### src/rtl/vga_timing_gen.sv
// VGA raster timing generator. It provides the registered position, region enables, syncs and start strobes.
// Define VGA_TIMING_FRAME_CNT_EN to add a 16-bit frame_cnt output.
module vga_timing_gen #(
  parameter int H_ACTIVE = 640,
  parameter int H_FP     = 16,
  parameter int H_SYNC   = 96,
  parameter int H_BP     = 48,
  parameter int V_ACTIVE = 480,
  parameter int V_FP     = 10,
  parameter int V_SYNC   = 2,
  parameter int V_BP     = 33,
  parameter bit HS_POL   = 1'b0,
  parameter bit VS_POL   = 1'b0,
  parameter int X_W      = 11,
  parameter int Y_W      = 10
) (
  input  logic           pclk,
  input  logic           rstn,
  input  logic           ce,
  output logic           hen,
  output logic           ven,
  output logic           de,
  output logic           hs,
  output logic           vs,
  output logic [X_W-1:0] x,
  output logic [Y_W-1:0] y,
  output logic           line_start,
  output logic           frame_start
`ifdef VGA_TIMING_FRAME_CNT_EN
  ,
  output logic [15:0]    frame_cnt
`endif
);
  localparam int H_TOTAL = H_ACTIVE + H_FP + H_SYNC + H_BP;
  localparam int V_TOTAL = V_ACTIVE + V_FP + V_SYNC + V_BP;

  localparam logic [X_W-1:0] H_LAST     = X_W'(H_TOTAL - 1);
  localparam logic [X_W-1:0] H_ACT_END  = X_W'(H_ACTIVE);
  localparam logic [X_W-1:0] H_SYNC_BEG = X_W'(H_ACTIVE + H_FP);
  localparam logic [X_W-1:0] H_SYNC_END = X_W'(H_ACTIVE + H_FP + H_SYNC);
  localparam logic [Y_W-1:0] V_LAST     = Y_W'(V_TOTAL - 1);
  localparam logic [Y_W-1:0] V_ACT_END  = Y_W'(V_ACTIVE);
  localparam logic [Y_W-1:0] V_SYNC_BEG = Y_W'(V_ACTIVE + V_FP);
  localparam logic [Y_W-1:0] V_SYNC_END = Y_W'(V_ACTIVE + V_FP + V_SYNC);

  logic [X_W-1:0] r_x;
  logic [Y_W-1:0] r_y;
  logic           r_hen, r_ven, r_de, r_hs, r_vs, r_ls, r_fs;
  logic [X_W-1:0] w_x_nxt;
  logic [Y_W-1:0] w_y_nxt;
  logic           w_x_wrap, w_y_wrap, w_hs_act, w_vs_act;

  assign w_x_wrap = (r_x == H_LAST);
  assign w_y_wrap = (r_y == V_LAST);
  assign w_x_nxt  = w_x_wrap ? '0 : r_x + X_W'(1);
  assign w_y_nxt  = !w_x_wrap ? r_y : (w_y_wrap ? '0 : r_y + Y_W'(1));

  // Region flags are decoded from the next position so that they register together with x and y.
  assign w_hs_act = (w_x_nxt >= H_SYNC_BEG) && (w_x_nxt < H_SYNC_END);
  assign w_vs_act = (w_y_nxt >= V_SYNC_BEG) && (w_y_nxt < V_SYNC_END);

  always_ff @(posedge pclk or negedge rstn) begin
    if (!rstn) begin
      r_x   <= H_LAST;
      r_y   <= V_LAST;
      r_hen <= 1'b0;
      r_ven <= 1'b0;
      r_de  <= 1'b0;
      r_hs  <= ~HS_POL;
      r_vs  <= ~VS_POL;
      r_ls  <= 1'b0;
      r_fs  <= 1'b0;
    end else if (ce) begin
      r_x   <= w_x_nxt;
      r_y   <= w_y_nxt;
      r_hen <= (w_x_nxt < H_ACT_END);
      r_ven <= (w_y_nxt < V_ACT_END);
      r_de  <= (w_x_nxt < H_ACT_END) && (w_y_nxt < V_ACT_END);
      r_hs  <= w_hs_act ? HS_POL : ~HS_POL;
      r_vs  <= w_vs_act ? VS_POL : ~VS_POL;
      r_ls  <= w_x_wrap;
      r_fs  <= w_x_wrap && w_y_wrap;
    end else begin
      r_ls  <= 1'b0;
      r_fs  <= 1'b0;
    end
  end

  assign x           = r_x;
  assign y           = r_y;
  assign hen         = r_hen;
  assign ven         = r_ven;
  assign de          = r_de;
  assign hs          = r_hs;
  assign vs          = r_vs;
  assign line_start  = r_ls;
  assign frame_start = r_fs;

`ifdef VGA_TIMING_FRAME_CNT_EN
  // The count updates on the same edge that raises frame_start.
  logic [15:0] r_frame_cnt;

  always_ff @(posedge pclk or negedge rstn) begin
    if (!rstn) begin
      r_frame_cnt <= '0;
    end else if (ce && w_x_wrap && w_y_wrap) begin
      r_frame_cnt <= r_frame_cnt + 16'd1;
    end
  end

  assign frame_cnt = r_frame_cnt;
`endif

endmodule

### config.mk
export PLATFORM = sky130hd
export DESIGN_NAME = vga_timing_gen
export DESIGN_NICKNAME = d
export VERILOG_FILES = /design/src/rtl/vga_timing_gen.sv
export SDC_FILE = /design/constraint.sdc
export NUM_CORES = 1
export LEC_CHECK = 0
export CAP_MARGIN = 15
export CELL_PAD_IN_SITES_DETAIL_PLACEMENT = 1
export CELL_PAD_IN_SITES_GLOBAL_PLACEMENT = 2
export CORE_ASPECT_RATIO = 1.75
export CORE_MARGIN = 2
export CORE_UTILIZATION = 25
export CTS_CLUSTER_SIZE = 28
export DETAILED_ROUTE_END_ITERATION = 16
export MAX_ROUTING_LAYER = met4
export PLACE_DENSITY_LB_ADDON = 0.1
export SLEW_MARGIN = 20
export SYNTH_ARGS = -nofsm -noshare
export SYNTH_HDL_FRONTEND = slang
export SYNTH_SLANG_ARGS = --single-unit
### constraint.sdc
create_clock -name pclk -period 2.7 [get_ports pclk]
set_input_delay 0.54 -clock pclk [delete_from_list [all_inputs] [get_ports pclk]]
set_output_delay 0.54 -clock pclk [all_outputs]
set_load 0.05 [all_outputs]
==> impl_metrics.toml <==
[status]
status = "completed"

[clocking]
clockBufferDepth = 2
numClockSinks = 28
post_cts_buffers = 0
cts_resized = 0
cts_tree = "yes"
path_clk_slew_ns = 0.07
cts_buffers = 3
cts-hold-fix-buffers = 0
clock_latency_ns = 0.27
cts_max_level = 1
root_buffer = "clkbuf_16"

[timing]
slew_headroom_pct = 65.0
worst_slew_pin_slew_ns = 0.524
final.setup.worst_slack_ns = 0.312
period_needed_ns = 2.39
fin_skew_ns = 0.00689
fin_crit_sh_pct = 88.5
finalHoldViolCount = 0
finalMaxSlewViolations = 0
tns_ns = 0
setup_viol_count_final = 0
rsz0062_at_grt = "no"
max_freq_mhz = 419

[worst_setup_path]
ff2ff_path_depth = 7
cp_data_required_time_ns = 2.86
criticalPathCategory = "flop to flop"
rrSetupSlack_ns = 0.31
cp.arrival_ns = 2.55
rr_startpoint = "x[0]$_DFFE_PN1P_"
worstSetupStartpointType = "flop"
reg2reg_to = "y[6]$_DFFE_PN0P_"
cp-end-kind = "flop"
cp_max_fo = 8

[power_and_ir_drop]
p_total_uw = 1480
leakage_uw = 0.000862
irDropWorstVdd_mv = 0.263
powerDensity_nw_per_um2 = 681

[final_layout]
syn_to_final_growth_pct = 29.8
final_cell_mix = "clkdlybuf4s50_1 (30), nand2_1 (28), dfrtp_1 (16), nor2_1 (14), o21ai_0 (13)"
final_common_cell = "clkdlybuf4s50_1"
final_area_um2 = 2180
nets = 224
drive_above_1_share_pct = 14.8
diodes = 0

[hold_path]
hold_path_end = "hs$_DFFE_PN1P_"
hold_path_class = "flop to flop"
holdPathStages = 2
min-delay-start = "hs$_DFFE_PN1P_"

[yosys]
synth-seq-area-share_pct = 42.7
ys_ff_latch = 28
synth_edf_count = 0
synth_cells = 183
avgSynthCellArea_um2 = 9.17
async_flop_share_pct = 100
synthFlopType = "dfrtp_1"
synthDistinctLibCells = 43
ys.warnings.count = 0
synth_area_um2 = 1680
syn_nets = 190

[flow_run]
maxCapViolCount = 0

[global_route]
grt_max_degree = 29
grt_pass1_vias = 1660
grt_antenna_before_repair = 0
grt_pass1_wl_um = 8520
grt-ovfl-total = 0
gr-usage-all-layers_pct = 15.4

[drt]
wl_um = 5070
ant_nets = 0
first_pass_iters = 4
wire_per_inst_um = 17.0
drc = 0
vias = 1497
via_per_inst = 5.02
drt-initial-drc-count = 53

[place]
hpwl_um = 3990
dp_slack_ns = 0.325
io_buffers = 30
gp_congestion = 0.805
place_area_um2 = 2090

[floorplanning]
fp.dieW_um = 65.9
io_pins = 31
die_h_um = 112
rows = 39
die-area_um2 = 7410
initial_utilization_pct = 25.9
core_area_um2 = 6490
## area by class of cell
class | count | area [um^2]
fill | 769 | 4310
multi-input combinational | 140 | 898
sequential | 28 | 716
timing repair buffer | 35 | 338
tap | 82 | 103
clock buffer | 4 | 88.8
inverter | 9 | 33.8
## worst max-delay path: stages (launching register included)
cell	delay, ns
dfstp_2	0.59
ha_1	0.25
and4_1	0.31
and4_1	0.42
nand2_1	0.20
clkinv_1	0.18
o21ai_0	0.12
a32o_1	0.21
## flip-flops by register name, indices dropped and copies added, names as in the netlist
register,count
hs,1
de,1
ven,1
x,11
vs,1
y,10
frame_start,1
line_start,1
hen,1
## how the worst max path moves through the flow
stage / startpoint / end / slack [ns] / depth (start not counted)
after floorplan: x[0]$_DFFE_PN1P_ / vs$_DFFE_PN1P_ / 0.41 / 7
after global placement: x[0]$_DFFE_PN1P_ / vs$_DFFE_PN1P_ / 0.39 / 7
after detailed placement: x[0]$_DFFE_PN1P_ / y[6]$_DFFE_PN0P_ / 0.32 / 7
after CTS: x[0]$_DFFE_PN1P_ / y[6]$_DFFE_PN0P_ / 0.30 / 7
after global routing: x[0]$_DFFE_PN1P_ / vs$_DFFE_PN1P_ / 0.1 / 7
final: x[0]$_DFFE_PN1P_ / y[6]$_DFFE_PN0P_ / 0.31 / 7
## cells in the mapped netlist (2+ instances only)
library cell   n  share of area, %
a21o_1         2              0.89
nor2_1        14               3.1
clkbuf_1       4              0.89
nor2b_1        2              0.75
a41oi_1        2               1.0
dfrtp_1       16                24
o21ai_0       13               3.9
ha_1           4               3.0
a21oi_1        7               2.1
dfstp_2       12                19
nor4_4         2               2.5
mux2_2         2               1.3
nand4_1        4               1.5
xor2_1         3               1.6
and4_1         2               1.0
nor3_1         9               2.7
inv_1          7               1.6
nand3_1        9               2.7
nand2_1       28               6.3
buf_4          2              0.89
mux2i_1        2               1.2
o21a_1         3               1.3
o31ai_1        4               1.8
o22ai_1        3               1.1
xnor2_1        8               4.2
nor4_1         2              0.75
## stage by stage
stage / utilization [%] / hold slack, ns / cells
global route: 33.5 / 0.527 / 298
CTS: 33.5 / 0.516 / 298
global placement: 32.2 / 0.493 / 294
detailed placement: 32.2 / 0.504 / 294
floorplan: - / 0.244 / 183
finish: 33.5 / 0.510 / 298
## where the power goes
group	switching (uW)	leakage [uW]	internal, uW
sequential	106	0.000338	505
clock	150	0.0000442	227
combinational	320	0.000480	175
total	576	0.000862	908
## kinds of logic after synthesis
kind of cell / Yosys count / synth area share [%]
AND/OR/NAND/NOR: 78 / 24.0
XOR/XNOR: 11 / 5.74
buffers and inverters: 15 / 3.80
AO/OA/AOI/OAI: 43 / 18.3
multiplexers: 4 / 2.54
flip-flops: 28 / 42.7
adder cells (fa/ha/maj): 4 / 2.98
## routing by layer
metal	global-route usage [%]	routed length (um)	part of all wire (%)
met5	-	0	0
met4	4.49	76	1.5
met3	1.50	85	1.7
met2	29.6	2990	59
met1	15.9	1920	38
Power figures use the tool's default switching activity.
